**src/rtl/instruction_word_writer_pkg.sv**
```systemverilog
// Shared definitions for the instruction-word encode path: format codes, FSM states
// and the bit positions of each field inside a 16-bit instruction word.
package instruction_word_writer_pkg;

    localparam int ADDR_W_DEFAULT = 16;
    localparam int WORD_W         = 16;

    typedef enum logic [1:0] {
        FMT_I       = 2'b00,
        FMT_R       = 2'b01,
        FMT_D       = 2'b10,
        FMT_ILLEGAL = 2'b11
    } fmt_e;

    typedef enum logic [1:0] {
        ST_IDLE   = 2'b00,
        ST_ACCEPT = 2'b01,
        ST_WRITE  = 2'b10,
        ST_DONE   = 2'b11
    } state_e;

    // Field positions shared with the instruction-register decoder.
    localparam int OPC_HI   = 15;
    localparam int OPC_LO   = 12;
    localparam int FUNCT_HI = 11;
    localparam int FUNCT_LO = 8;
    localparam int REG_HI   = 7;
    localparam int REG_LO   = 5;
    localparam int REG2_HI  = 3;
    localparam int REG2_LO  = 1;
    localparam int DELTA_HI = 4;
    localparam int DELTA_LO = 1;
    localparam int LOC_BIT  = 0;
    localparam int IMM_HI   = 11;
    localparam int IMM_LO   = 0;

endpackage

```
**src/rtl/instruction_word_writer_packer.sv**
```systemverilog
// Combinational packer: assembles decoded fields into one 16-bit instruction word
// according to the format code, and flags the reserved format.
module instr_field_packer
    import instruction_word_writer_pkg::*;
(
    input  logic [1:0]  fmt_i,
    input  logic [3:0]  opcode_i,
    input  logic [3:0]  funct_i,
    input  logic [2:0]  reg_select_i,
    input  logic [2:0]  reg_select2_i,
    input  logic [3:0]  delta_i,
    input  logic        location_select_i,
    input  logic [11:0] imm_i,
    output logic [15:0] word_o,
    output logic        illegal_o
);

    // Field placement per format; bit 4 of an R word stays zero.
    always_comb begin
        word_o    = 16'h0000;
        illegal_o = 1'b0;
        case (fmt_i)
            FMT_I: begin
                word_o[OPC_HI:OPC_LO] = opcode_i;
                word_o[IMM_HI:IMM_LO] = imm_i;
            end
            FMT_R: begin
                word_o[OPC_HI:OPC_LO]     = opcode_i;
                word_o[FUNCT_HI:FUNCT_LO] = funct_i;
                word_o[REG_HI:REG_LO]     = reg_select_i;
                word_o[REG2_HI:REG2_LO]   = reg_select2_i;
                word_o[LOC_BIT]           = location_select_i;
            end
            FMT_D: begin
                word_o[OPC_HI:OPC_LO]     = opcode_i;
                word_o[FUNCT_HI:FUNCT_LO] = funct_i;
                word_o[REG_HI:REG_LO]     = reg_select_i;
                word_o[DELTA_HI:DELTA_LO] = delta_i;
                word_o[LOC_BIT]           = location_select_i;
            end
            default: begin
                illegal_o = 1'b1;
            end
        endcase
    end

endmodule

```
**src/rtl/instruction_word_writer.sv**
```systemverilog
// Burst writer: accepts field bundles over valid/ready, packs each into a word and
// writes it to sequential instruction-memory addresses over a write/ack handshake.
module instruction_word_writer
    import instruction_word_writer_pkg::*;
#(
    parameter int ADDR_W = ADDR_W_DEFAULT
)
(
    input  logic              clk_i,
    input  logic              rst_i,
    input  logic              start_i,
    input  logic [ADDR_W-1:0] base_addr_i,
    input  logic [ADDR_W-1:0] word_count_i,
    input  logic              in_valid_i,
    output logic              in_ready_o,
    input  logic [1:0]        fmt_i,
    input  logic [3:0]        opcode_i,
    input  logic [3:0]        funct_i,
    input  logic [2:0]        reg_select_i,
    input  logic [2:0]        reg_select2_i,
    input  logic [3:0]        delta_i,
    input  logic              location_select_i,
    input  logic [11:0]       imm_i,
    output logic              mem_write_o,
    output logic [ADDR_W-1:0] mem_addr_o,
    output logic [15:0]       mem_data_o,
    input  logic              mem_ack_i,
    output logic              busy_o,
    output logic              done_o,
    output logic              fmt_error_o,
    output logic [ADDR_W-1:0] written_o
);

    localparam logic [ADDR_W-1:0] ONE_A  = ADDR_W'(1'b1);
    localparam logic [ADDR_W-1:0] ZERO_A = '0;

    state_e              state_q, state_d;
    logic [ADDR_W-1:0]   addr_q, addr_d;
    logic [ADDR_W-1:0]   remaining_q, remaining_d;
    logic [ADDR_W-1:0]   written_q, written_d;
    logic [15:0]         data_q, data_d;
    logic                fmt_err_q, fmt_err_d;
    logic                in_ready_q, mem_write_q, busy_q, done_q;
    logic [15:0]         packed_s;
    logic                illegal_s;

    instr_field_packer u_packer (
        .fmt_i             (fmt_i),
        .opcode_i          (opcode_i),
        .funct_i           (funct_i),
        .reg_select_i      (reg_select_i),
        .reg_select2_i     (reg_select2_i),
        .delta_i           (delta_i),
        .location_select_i (location_select_i),
        .imm_i             (imm_i),
        .word_o            (packed_s),
        .illegal_o         (illegal_s)
    );

    // Next-state and datapath updates for the burst FSM.
    always_comb begin
        state_d     = state_q;
        addr_d      = addr_q;
        remaining_d = remaining_q;
        written_d   = written_q;
        data_d      = data_q;
        fmt_err_d   = fmt_err_q;
        case (state_q)
            ST_IDLE: begin
                if (start_i) begin
                    written_d = ZERO_A;
                    fmt_err_d = 1'b0;
                    if (word_count_i != ZERO_A) begin
                        addr_d      = base_addr_i;
                        remaining_d = word_count_i;
                        state_d     = ST_ACCEPT;
                    end else begin
                        state_d = ST_DONE;
                    end
                end else begin
                    state_d = ST_IDLE;
                end
            end
            ST_ACCEPT: begin
                if (in_valid_i) begin
                    // An illegal bundle is swallowed without touching address or count.
                    if (illegal_s) begin
                        fmt_err_d = 1'b1;
                    end else begin
                        data_d  = packed_s;
                        state_d = ST_WRITE;
                    end
                end else begin
                    state_d = ST_ACCEPT;
                end
            end
            ST_WRITE: begin
                if (mem_ack_i) begin
                    addr_d      = addr_q + ONE_A;
                    written_d   = written_q + ONE_A;
                    remaining_d = remaining_q - ONE_A;
                    if (remaining_q == ONE_A) begin
                        state_d = ST_DONE;
                    end else begin
                        state_d = ST_ACCEPT;
                    end
                end else begin
                    state_d = ST_WRITE;
                end
            end
            ST_DONE: begin
                state_d = ST_IDLE;
            end
            default: begin
                state_d = ST_IDLE;
            end
        endcase
    end

    // State, datapath and registered status outputs derived from the next state.
    always_ff @(posedge clk_i or posedge rst_i) begin
        if (rst_i) begin
            state_q     <= ST_IDLE;
            addr_q      <= ZERO_A;
            remaining_q <= ZERO_A;
            written_q   <= ZERO_A;
            data_q      <= 16'h0000;
            fmt_err_q   <= 1'b0;
            in_ready_q  <= 1'b0;
            mem_write_q <= 1'b0;
            busy_q      <= 1'b0;
            done_q      <= 1'b0;
        end else begin
            state_q     <= state_d;
            addr_q      <= addr_d;
            remaining_q <= remaining_d;
            written_q   <= written_d;
            data_q      <= data_d;
            fmt_err_q   <= fmt_err_d;
            in_ready_q  <= (state_d == ST_ACCEPT);
            mem_write_q <= (state_d == ST_WRITE);
            busy_q      <= (state_d != ST_IDLE);
            done_q      <= (state_d == ST_DONE);
        end
    end

    assign in_ready_o  = in_ready_q;
    assign mem_write_o = mem_write_q;
    assign mem_addr_o  = addr_q;
    assign mem_data_o  = data_q;
    assign busy_o      = busy_q;
    assign done_o      = done_q;
    assign fmt_error_o = fmt_err_q;
    assign written_o   = written_q;

endmodule
```
**config.mk**
```make
export PLATFORM = sky130hd
export DESIGN_NAME = instruction_word_writer
export DESIGN_NICKNAME = d
export VERILOG_FILES = /design/src/rtl/instruction_word_writer_pkg.sv /design/src/rtl/instruction_word_writer_packer.sv /design/src/rtl/instruction_word_writer.sv
export SDC_FILE = /design/constraint.sdc
export NUM_CORES = 1
export LEC_CHECK = 0
export CELL_PAD_IN_SITES_DETAIL_PLACEMENT = 1
export CELL_PAD_IN_SITES_GLOBAL_PLACEMENT = 1
export CORE_MARGIN = 4
export CORE_UTILIZATION = 38
export CTS_CLUSTER_SIZE = 25
export DETAILED_ROUTE_END_ITERATION = 12
export MAX_ROUTING_LAYER = met4
export PLACE_DENSITY = 0.91
export SETUP_SLACK_MARGIN = 0.02
export SKIP_LAST_GASP = 1
export SLEW_MARGIN = 5
export SYNTH_ARGS = -nofsm -noshare
export SYNTH_HDL_FRONTEND = slang
export SYNTH_HIERARCHICAL = 1
export SYNTH_SLANG_ARGS = --single-unit
```
**constraint.sdc**
```tcl
create_clock -name clk_i -period 5.9 [get_ports clk_i]
set_clock_uncertainty 0.15 [all_clocks]
set_input_delay 0.885 -clock clk_i [delete_from_list [all_inputs] [get_ports clk_i]]
set_output_delay 0.885 -clock clk_i [all_outputs]
set_load 0.005 [all_outputs]
```
==> Yosys cells after proc, flatten, opt, wreduce, memory -nomap -nowiden <==
Index checks and enable logic that the tools add are counted.
{ "word_totals": {"ff_bits": 71, "inputBits": 70, "output_inout_bits": 53, "wordCells": 64} }
{ "classes": {"addsub": 3, "eq_ne": 14, "muxes": 25, "reduce_logical": 12} }
{ "op_table": {"columns": ["cell", "n"], "rows": [
  ["2-to-1 mux 16 bit", 8],
  ["case mux 16 bit (2 select lines)", 3],
  ["adder 16 x 1 -> 16 bit (second input constant)", 2],
  ["case mux 11 bit (2 select lines)", 1],
  ["equality test 16 x 1 -> 1 bit (second input constant)", 1],
  ["nonzero test 16 bit", 1],
  ["subtractor 16 x 1 -> 16 bit (second input constant)", 1],
  ["2-to-1 mux 2 bit", 6],
  ["case mux 4 bit (3 select lines)", 1],
  ["equality test 2 bit (second input constant)", 5],
  ["!= test 2 bit (second input constant)", 5],
  ["case mux 2 bit (4 select lines)", 1],
  ["AND reduction 4 bit", 2],
  ["equality test 2 x 1 -> 1 bit (second input constant)", 3],
  ["AND reduction 3 bit", 2],
  ["nonzero test 2 bit", 3],
  ["zero test 2 bit", 2],
  ["case mux 1 bit (2 select lines)", 2],
  ["2-to-1 mux 1 bit", 3],
  ["OR reduction 3 bit", 1],
  ["OR reduction 2 bit", 1]
]} }

==> Depth between registers and ports, before layout <==
Gate-level depths: netlist (run 1).
{ "depth": {"depth_word": 6, "mapped_depth": 8, "ltp_nobuf": 7} }

==> By module <==
Netlist (run 1), hierarchy kept.
{ "modules_own_cells": {"columns": ["mod", "n_inst", "cells_per_inst", "area_each_um2", "seq_area_each_um2"], "rows": [
  ["instruction_word_writer", 1, 386, 3682.3, 1776.7],
  ["instr_field_packer", 1, 38, 261.5, 0.0]
]} }

==> Worst setup path after synthesis (run 1) <==
OpenSTA, ideal clock, no wires.
{ "synth_path": {"kind": "input port to flip-flop", "start": "input fmt_i[0]", "end": "register data_q[0] (netlist: mem_data_o[0])", "setup_ns": 0.125, "arrival_ns": 2.110, "required_time_ns": 5.625, "slack_ns": 3.515, "cell_stages": 5, "path_buffers": 2, "cell_sequence": "ha_1 nor4bb_1 buf_2 buf_2 mux2_2"} }
{ "synth_via": {"elab_chain_cells": 3, "elab_cells_between_ends": 6, "cone_classes": "2 x eq/ne; 1 x mux; 3 x reduce/logical"} }
{ "synth_rtl": {"columns": ["item", "line_no", "rtl"], "rows": [
  ["from (decl)", "instruction_word_writer.sv:16", "input logic [1:0] fmt_i,"],
  ["equality test 2 x 1 -> 1 bit, or another cell as far along", "instruction_word_writer_packer.sv:22", "case (fmt_i)"],
  ["OR reduction 3 bit (no line)", null, null],
  ["AND reduction 3 bit (no line)", null, null],
  ["to (signal assigned)", "instruction_word_writer.sv:138", "data_q <= data_d;"],
  ["to (decl)", "instruction_word_writer.sv:41", "logic [15:0] data_q, data_d;"]
]} }
Several ways; a longest one is shown, not always the timed one.
A chain may end at the register's enable or synchronous reset.

==> Worst setup path after layout (run 1) <==
{ "layout_path": {"start": "input fmt_i[0]", "end": "register in_ready_q (netlist: in_ready_o)"} }
{ "layout_via": {"elab_chain_cells": 6, "elab_cells_between_ends": 8, "cone_classes": "3 x eq/ne; 3 x mux; 2 x reduce/logical"} }
{ "layout_rtl": {"columns": ["item", "line_no", "rtl"], "rows": [
  ["equality test 2 x 1 -> 1 bit, or another cell as far along", "instruction_word_writer_packer.sv:22", null],
  ["OR reduction 3 bit (no line) (*)", null, null],
  ["2-to-1 mux 2 bit (*)", "instruction_word_writer.sv:87", "if (illegal_s) begin"],
  ["2-to-1 mux 2 bit (*)", "instruction_word_writer.sv:85", "if (in_valid_i) begin"],
  ["case mux 2 bit (4 select lines) (*)", "instruction_word_writer.sv:68", "case (state_q)"],
  ["net state_d[1]", "instruction_word_writer.sv:37", "state_e state_q, state_d;"],
  ["equality test 2 x 1 -> 1 bit (*)", "instruction_word_writer.sv:140", "in_ready_q <= (state_d == ST_ACCEPT);"],
  ["to (signal assigned)", "instruction_word_writer.sv:140", null],
  ["to (decl)", "instruction_word_writer.sv:43", "logic in_ready_q, mem_write_q, busy_q, done_q;"]
]} }
The timed path passes the listed nets; every way through them passes the cells marked *.

==> impl_metrics.yaml, run 1 <==
worst_setup_path:
  crit_required_ps: 5970
  end_kind: "flip-flop"
  start_kind: "input port"
  worst-path-stages: 8
  arrival_ps: 3420
  cp_max_fo: 17
  rr_startpoint: "state_q[0]$_DFF_PP0_"
  cp_top_family: "simple AND/OR/NAND/NOR gates"
  cp_cell_sequence: "clkdlybuf4s50_1, ha_1, nor4bb_4, o21bai_1, a21o_1, a41oi_2, inv_1, nor2_1"
  r2r_setup_slack_ps: 3410
  crit_type: "input port to flip-flop"
  ff2ff_path_depth: 6
  cp.buffers_inverters: 2
  cpPeakStageDelay_ps: 1020
  slowest_stage: "nor4bb_4"
  rr_endpoint: "in_ready_o$_DFF_PP0_"
global_route:
  grt_pass1_wl_um: 21400
  antenna_found_initial: 0
  grt_pass1_vias: 4022
  grt_usage_pct: 23.5
  grt_max_degree: 56
  grt.overflow.total: 0
sta:
  final.setup.tns_ps: 0
  fmax_ghz: 0.298
  holdWs_ps: 367
  report.final.hold_viol_count: 0
  post-route-min-period_ps: 3350
  slew_headroom_pct: 26.2
  worstMarginPinSlew_ps: 1110
  setup_viol: 0
  slew_violations: 0
  rsz0062_at_grt: "false"
  worst_slack_ps: 2550
  period_share_pct: 56.8
yosys:
  synthesis.area_sq_um: 3940
  yosys.area.top_type_share_pct: 45.1
  synthFlopType: "dfrtp_1"
  syn_inst: 424
  synth_area_leaders: "dfrtp_1, nor2_1, mux2_2, a21oi_1, nand2_1"
  syn_nets: 502
  synth_edf_count: 0
  yosysUniqueCellTypes: 58
  synth_warnings: 6
  synth-seq-cells: 71
  yosysMostFrequentCell: "dfrtp_1"
  synth_common_cells: "dfrtp_1, nor2_1, nand2_1"
  yosysSeqAreaShare_pct: 45.1
  synth_area_leader_cell: "dfrtp_1"
  synthArstFlopShare_pct: 100
  avgSynthCellArea_sq_um: 9.30
power_and_ir_drop:
  seqPwrFrac_pct: 38.7
  p_leak_nw: 2.21
  max-vdd-ir-drop_uv: 192
  p_per_area_nw_per_um2: 406
  combPwrFrac_pct: 42.3
  swShare_pct: 37.8
  p_int_w: 0.00138
  p_sw_w: 0.000837
  p_clk_share_pct: 18.9
final_layout:
  layout-drive-gt1-share_pct: 8.67
  num-fill-cells: 1140
  area_growth_pct: 38.5
  num_antenna_cells: 0
  nNetsFinal: 615
worst_hold_path:
  hold_depth: 1
  hold_path.class: "flip-flop to flip-flop"
  min_from: "mem_data_o[14]$_DFFE_PP0P_"
  holdPathEnd: "mem_data_o[14]$_DFFE_PP0P_"
die:
  die_area_sq_um: 12100
  die_w_um: 110
  ios: 123
  core-area_sq_um: 9950
  num_rows: 36
  start_util_pct: 39.6
  die_h_um: 110
outcome:
  status: "finished clean"
route:
  dr.pass1.iters: 4
  num_vias: 3781
  dr.first_iter.drc_count: 154
  wire_per_inst_um: 19.6
  post-route-drc-count: 0
  vias_per_cell: 5.60
  drt_wl_total_um: 13200
  final_antenna_net_count: 0
cts:
  cts_sinks: 71
  cts_buffer_depth: 2
  cts_root_buf: "clkbuf_8"
  post_cts_buffers: 0
  clk_latency_ps: 360
  postCtsHoldBufs: 0
  cts_tree: "built"
  path_clk_slew_ps: 80
  cts_made_buffers: 9
  h-tree-depth: 3
  cts-resized-gates: 0
placement:
  place_congestion: 0.793
  dp_slack_ps: 2210
  port_buffers: 122
  place_hpwl_um: 9510
flow_run:
  max_cap_viol_count: 0
[worst max path at each step]
stage                     startpoint                   end
final                       fmt_i[0]  in_ready_o$_DFF_PP0_
after global routing        fmt_i[0]  in_ready_o$_DFF_PP0_
after CTS                   fmt_i[0]  in_ready_o$_DFF_PP0_
after detailed placement    fmt_i[0]  in_ready_o$_DFF_PP0_
after global placement      fmt_i[0]  in_ready_o$_DFF_PP0_
after floorplan                rst_i      busy_o$_DFF_PP0_
[flip-flops by register name, summed over array words and instances, names as in the netlist]
register / cells
mem_data_o: 16
mem_write_o: 1
state_q: 2
in_ready_o: 1
written_o: 16
done_o: 1
fmt_error_o: 1
busy_o: 1
remaining_q: 16
mem_addr_o: 16
[power by group through the flow]
stage / Clock, W / Combinational [W] / Sequential [W]
2_1_floorplan: 0 / 0.000524 / 0.000808
3_3_place_gp: 0 / 0.000888 / 0.000842
3_5_place_dp: 0 / 0.000931 / 0.000859
4_1_cts: 0.000425 / 0.000946 / 0.000855
5_1_grt: 0.000448 / 0.00103 / 0.000886
6_report: 0.000419 / 0.000938 / 0.000858
[metal layers]
metal | global-route usage [%] | wire length [um] | vias to the layer above
met5 | - | 0 | -
met1 | 28.9 | 5550 | 1900
met4 | 9.08 | 318 | 0
li1 | - | - | 1773
met3 | 3.05 | 392 | 27
met2 | 39.2 | 6970 | 81
[cell usage in the layout (no fill, tap or decap), types with 2 or more instances in the layout]
cell and instances:
buf_4 4, mux2_2 16, o22a_1 2, a31oi_1 4, nand3_1 11, nor3_1 9
a22oi_1 7, inv_1 7, nand2b_1 6, nor2_1 53, nand2_1 41, o22ai_1 10
a22o_1 2, and4_1 4, clkinv_2 2, a222oi_1 3, and2_1 5, clkbuf_8 12
a21oi_1 35, o21ai_0 27, or3_1 2, nor4_2 2, xor2_1 13, ha_1 8
clkdlybuf4s50_1 122, and3_1 4, a2bb2oi_1 12, nand4_1 11, dfrtp_1 71, nor4_1 6
o311ai_0 2
[logic make-up after synthesis]
family	share of synthesized area, %
AO/OA/AOI/OAI	19.9
XOR/XNOR	3.11
adder cells (fa/ha/maj)	2.54
buffers and inverters	4.03
flip-flops	45.1
multiplexers	5.17
AND/OR/NAND/NOR	20.2
[area by class of cell]
type                            count  area, sq um  share of cell area (%)
Sequential cell                    71         1780                    32.5
Inverter                            8         30.0                   0.550
Tap cell                          133          166                    3.05
Clock buffer                       13          169                    3.09
Multi-Input combinational cell    321         2030                    37.2
Timing Repair Buffer              126         1250                    22.9
Clock inverter                      3         40.0                   0.733
[through the flow]
step	util, %	cells	total power (W)	cell area, sq um
after floorplan	-	424	0.00133	3940
after global placement	52.8	659	0.00173	5260
after detailed placement	52.8	659	0.00179	5260
after CTS	54.9	675	0.00223	5460
after global routing	54.9	675	0.00236	5460
final	54.9	675	0.00222	5460
No activity file was read; power rests on OpenSTA's default activity.
==> run 2, diff against run 1 <==
--- a/config.mk
+++ b/config.mk
@@ -8,11 +8,11 @@
 export CELL_PAD_IN_SITES_DETAIL_PLACEMENT = 1
 export CELL_PAD_IN_SITES_GLOBAL_PLACEMENT = 1
 export CORE_MARGIN = 4
-export CORE_UTILIZATION = 38
+export CORE_UTILIZATION = 31
 export CTS_CLUSTER_SIZE = 25
 export DETAILED_ROUTE_END_ITERATION = 12
 export MAX_ROUTING_LAYER = met4
-export PLACE_DENSITY = 0.91
+export PLACE_DENSITY = 0.8
 export SETUP_SLACK_MARGIN = 0.02
 export SKIP_LAST_GASP = 1
 export SLEW_MARGIN = 5
==> constraint.sdc (replaced) <==
create_clock -name clk_i -period 2.8 [get_ports clk_i]
set_clock_uncertainty 0.15 [all_clocks]
set_input_delay 0.42 -clock clk_i [delete_from_list [all_inputs] [get_ports clk_i]]
set_output_delay 0.42 -clock clk_i [all_outputs]
set_load 0.005 [all_outputs]
==> impl_metrics.yaml, run 2 (synthesized netlist as in run 1, its figures left out) <==
outcome:
  status: "finished clean"
final_layout:
  num-fill-cells: 1418
  final_common_cell: "clkdlybuf4s50_1"
  register_area_sq_um: 1780
  layout-drive-gt1-share_pct: 9.82
  area_growth_pct: 44.2
  final_cell_mix: "clkdlybuf4s50_1, dfrtp_1, nor2_1, nand2_1, a21oi_1"
  multi_input_area_sq_um: 2030
  nNetsFinal: 623
  num_antenna_cells: 0
cts:
  postCtsHoldBufs: 0
  cts_root_buf: "clkbuf_16"
  cts_sinks: 71
  cts_buffer_depth: 2
  cts-resized-gates: 0
  cts_made_buffers: 9
  cts_tree: "built"
  post_cts_buffers: 0
  path_clk_slew_ps: 60
  h-tree-depth: 3
  clk_latency_ps: 330
worst_setup_path:
  crit_type: "flip-flop to flip-flop"
  r2r_setup_slack_ps: 490
  end_kind: "flip-flop"
  cp_top_family: "simple AND/OR/NAND/NOR gates"
  endpoint: "remaining_q[13]$_DFFE_PP0P_"
  worst-path-stages: 4
  ff2ff_path_depth: 4
  crit_start: "state_q[1]$_DFF_PP0_"
  slowest_stage: "nor2b_4"
  cp_max_fo: 21
  cpPeakStageDelay_ps: 560
  cp.buffers_inverters: 0
  crit_required_ps: 2830
  start_kind: "flip-flop"
  rr_endpoint: "remaining_q[13]$_DFFE_PP0P_"
  arrival_ps: 2330
  rr_startpoint: "state_q[1]$_DFF_PP0_"
  cp_cell_sequence: "nor2b_4, nand2_1, o311ai_0, o21ai_0"
sta:
  slew_headroom_pct: 61.1
  post-route-min-period_ps: 2310
  worstMarginPinSlew_ps: 578
  report.final.hold_viol_count: 0
  setup_viol: 0
  fmax_ghz: 0.433
  slew_violations: 0
  final.setup.tns_ps: 0
  worst_slack_ps: 492
  period_share_pct: 82.4
  rsz0062_at_grt: "false"
route:
  final_antenna_net_count: 0
  post-route-drc-count: 0
  dr.first_iter.drc_count: 228
  num_vias: 3790
  vias_per_cell: 5.28
  dr.pass1.iters: 4
  wire_per_inst_um: 17.4
  drt_wl_total_um: 12500
flow_run:
  max_cap_viol_count: 0
power_and_ir_drop:
  max-vdd-ir-drop_uv: 305
  p_per_area_nw_per_um2: 871
  p_leak_nw: 2.29
placement:
  port_buffers: 122
  dp_slack_ps: 211
  place_congestion: 0.849
  place_hpwl_um: 9190
die:
  die_h_um: 121
  core-area_sq_um: 12200
  num_rows: 40
  die_w_um: 121
  die_area_sq_um: 14600
  start_util_pct: 32.3
  ios: 123
worst_hold_path:
  hold_path.class: "input port to async pin"
global_route:
  grt_max_degree: 72
  grt.overflow.total: 0
  antenna_found_initial: 0
  grt_pass1_vias: 4005
  grt_usage_pct: 18.3
  grt_pass1_wl_um: 20900
-- run 2: cell count changes in the layout (fill, tap and decap cells not counted), sizes merged --
cell and change:
buf +8, clkbuf -2, clkinvlp +2
-- run 2: how the worst min path moves through the flow --
stage / from / endpoint / cells after the start
6_report: rst_i / remaining_q[12]$_DFFE_PP0P_ / 3
3_5_place_dp: remaining_q[7]$_DFFE_PP0P_ / remaining_q[7]$_DFFE_PP0P_ / 1
3_3_place_gp: remaining_q[14]$_DFFE_PP0P_ / remaining_q[14]$_DFFE_PP0P_ / 2
2_1_floorplan: remaining_q[14]$_DFFE_PP0P_ / remaining_q[14]$_DFFE_PP0P_ / 2
4_1_cts: rst_i / mem_data_o[12]$_DFFE_PP0P_ / 3
5_1_grt: rst_i / mem_data_o[15]$_DFFE_PP0P_ / 3
-- run 2: where the power goes --
group	total, W	internal [W]	switching [W]	leakage (nW)
clock network	0.00113	0.000690	0.000438	0.136
registers	0.00179	0.00140	0.000394	0.887
logic	0.00203	0.00108	0.000948	1.27
total	0.00495	0.00317	0.00178	2.29
-- run 2: final cells by class --
cell class | instances | share of cell area [%]
clock buffers | 11 | 4.09
clock inverters | 5 | 1.03
inverters | 8 | 0.528
multi-input cells | 321 | 35.7
flip-flops and latches | 71 | 31.2
well taps | 168 | 3.70
repair buffers | 134 | 23.7
-- run 2: metrics by stage --
step                instance area, sq um  total power (W)  util [%]  hold WS (ps)  std cells
floorplan                           3940          0.00281         -           310        424
global placement                    5400          0.00374      44.2           337        702
detailed placement                  5400          0.00383      44.2           346        702
CTS                                 5690          0.00501      46.6           357        718
global route                        5690          0.00529      46.6           364        718
finish                              5690          0.00495      46.6           340        718
-- run 2: metal layers --
layer	up-vias	global-route usage [%]	part of all wire (%)
met5	-	-	0
met1	1893	22.6	43
met3	23	2.15	3.4
met2	81	30.8	52
li1	1793	-	-
met4	0	7.01	2.3
-- run 2: worst register-to-register path: cells and delay by family, from the launching register on --
| kind | cells | cell delay, ps |
|---|---|---|
| AO/OA/AOI/OAI | 2 | 690 |
| AND/OR/NAND/NOR | 2 | 800 |
| flip-flops | 1 | 520 |
==> run 3, diff against run 2 <==
--- a/config.mk
+++ b/config.mk
@@ -8,11 +8,11 @@
 export CELL_PAD_IN_SITES_DETAIL_PLACEMENT = 1
 export CELL_PAD_IN_SITES_GLOBAL_PLACEMENT = 1
 export CORE_MARGIN = 4
-export CORE_UTILIZATION = 31
+export CORE_UTILIZATION = 35
 export CTS_CLUSTER_SIZE = 25
 export DETAILED_ROUTE_END_ITERATION = 12
 export MAX_ROUTING_LAYER = met4
-export PLACE_DENSITY = 0.8
+export PLACE_DENSITY = 0.85
 export SETUP_SLACK_MARGIN = 0.02
 export SKIP_LAST_GASP = 1
 export SLEW_MARGIN = 5
==> constraint.sdc (replaced) <==
create_clock -name clk_i -period 2.3 [get_ports clk_i]
set_clock_uncertainty 0.15 [all_clocks]
set_input_delay 0.345 -clock clk_i [delete_from_list [all_inputs] [get_ports clk_i]]
set_output_delay 0.345 -clock clk_i [all_outputs]
set_load 0.005 [all_outputs]
==> impl_metrics.yaml, run 3 (synthesized netlist as in run 1, its figures left out) <==
outcome:
  status: "finished clean"
die:
  die_h_um: 114
  core-area_sq_um: 10900
  start_util_pct: 36.1
  die_w_um: 114
  num_rows: 38
  ios: 123
  die_area_sq_um: 13000
worst_setup_path:
  end_kind: "flip-flop"
  ff2ff_path_depth: 5
  cp_max_fo: 7
  crit_start: "remaining_q[2]$_DFFE_PP0P_"
  rr_endpoint: "remaining_q[10]$_DFFE_PP0P_"
  endpoint: "remaining_q[10]$_DFFE_PP0P_"
  rr_startpoint: "remaining_q[2]$_DFFE_PP0P_"
  arrival_ps: 2250
  start_kind: "flip-flop"
  crit_required_ps: 2350
  crit_type: "flip-flop to flip-flop"
  r2r_setup_slack_ps: 110
sta:
  holdWs_ps: 317
  setup_viol: 0
  report.final.hold_viol_count: 0
  post-route-min-period_ps: 2190
  slew_headroom_pct: 53.8
  slew_violations: 0
  rsz0062_at_grt: "false"
  fmax_ghz: 0.456
  worstMarginPinSlew_ps: 692
  period_share_pct: 95.4
  worst_slack_ps: 106
  final.setup.tns_ps: 0
global_route:
  grt_usage_pct: 21.6
  grt.overflow.total: 0
  grt_pass1_wl_um: 21700
  grt_pass1_vias: 4180
  antenna_found_initial: 0
  grt_max_degree: 72
power_and_ir_drop:
  p_per_area_nw_per_um2: 1080
  p_leak_nw: 2.40
  max-vdd-ir-drop_uv: 414
route:
  final_antenna_net_count: 0
  dr.pass1.iters: 4
  dr.first_iter.drc_count: 207
  post-route-drc-count: 0
  drt_wl_total_um: 13400
  vias_per_cell: 5.52
  num_vias: 3913
  wire_per_inst_um: 18.9
worst_hold_path:
  hold_path.class: "input port to async pin"
placement:
  place_congestion: 0.858
  place_hpwl_um: 9610
  dp_cells: 694
  dp_slack_ps: -215
  port_buffers: 122
cts:
  cts_made_buffers: 9
  post_cts_buffers: 0
  cts_tree: "built"
  path_clk_slew_ps: 60
  cts_sinks: 71
  cts_root_buf: "clkbuf_16"
  cts_buffer_depth: 2
  h-tree-depth: 3
  clk_latency_ps: 330
final_layout:
  fin_util_pct: 53.4
  final_common_cell: "clkdlybuf4s50_1"
  num-fill-cells: 1261
  final_cell_mix: "clkdlybuf4s50_1, dfrtp_1, nor2_1, nand2_1, a21oi_1"
  area_growth_pct: 48.1
  num_antenna_cells: 0
  instances_no_fill: 709
  layout-drive-gt1-share_pct: 13.2
  nNetsFinal: 643
flow_run:
  max_cap_viol_count: 0
## run 3: cell count changes in the layout (fill, tap and decap cells not counted), sizes merged
cell,delta
inv,-1
bufinv,+1
clkinv,-2
clkbuf,+1
buf,+20
## run 3: worst max-delay path, cell delays in order (launching register included)
cell and delay [ps]:
dfrtp_1 450, nor3_2 550, nand3_1 350, o31a_1 310, o21ai_0 140, o21ai_0 120
## run 3: final cells by class
type | instances | area [sq um] | area share [%]
Multi-Input combinational cell | 321 | 2040 | 35.0
Sequential cell | 71 | 1780 | 30.4
Timing Repair Buffer | 154 | 1500 | 25.7
Clock buffer | 12 | 246 | 4.22
Tap cell | 140 | 175 | 3.00
Clock inverter | 3 | 67.6 | 1.16
Inverter | 8 | 33.8 | 0.578
## run 3: worst min path at each step
stage,to,slack [ps],cells past startpoint
2_1_floorplan,remaining_q[14]$_DFFE_PP0P_,310,2
3_3_place_gp,remaining_q[14]$_DFFE_PP0P_,330,2
3_5_place_dp,remaining_q[14]$_DFFE_PP0P_,340,2
4_1_cts,written_o[13]$_DFFE_PP0P_,350,3
5_1_grt,written_o[14]$_DFFE_PP0P_,360,3
6_report,written_o[13]$_DFFE_PP0P_,320,3
## run 3: power by group
group	internal [W]	switching (W)
sequential	0.00170	0.000449
clock	0.000974	0.000527
combinational	0.00138	0.00126
## run 3: repair_timing
action                                  in CTS  in global routing
endpoints found under the setup margin       0                  7
resized for setup                            0                  2
hold buffers                                 0                  0
## run 3: layer usage
metal / GRT usage, % / up-vias / wire length, um
li1: - / 1822 / -
met1: 25.7 / 1967 / 5500
met5: - / - / 0
met2: 37.4 / 95 / 7120
met3: 2.64 / 29 / 430
met4: 8.16 / 0 / 358
## run 3: stage by stage
| stage | power, W | area (sq um) |
|---|---|---|
| floorplan | 0.00342 | 3950 |
| global placement | 0.00460 | 5520 |
| detailed placement | 0.00474 | 5520 |
| CTS | 0.00632 | 5830 |
| global route | 0.00667 | 5840 |
| finish | 0.00629 | 5840 |
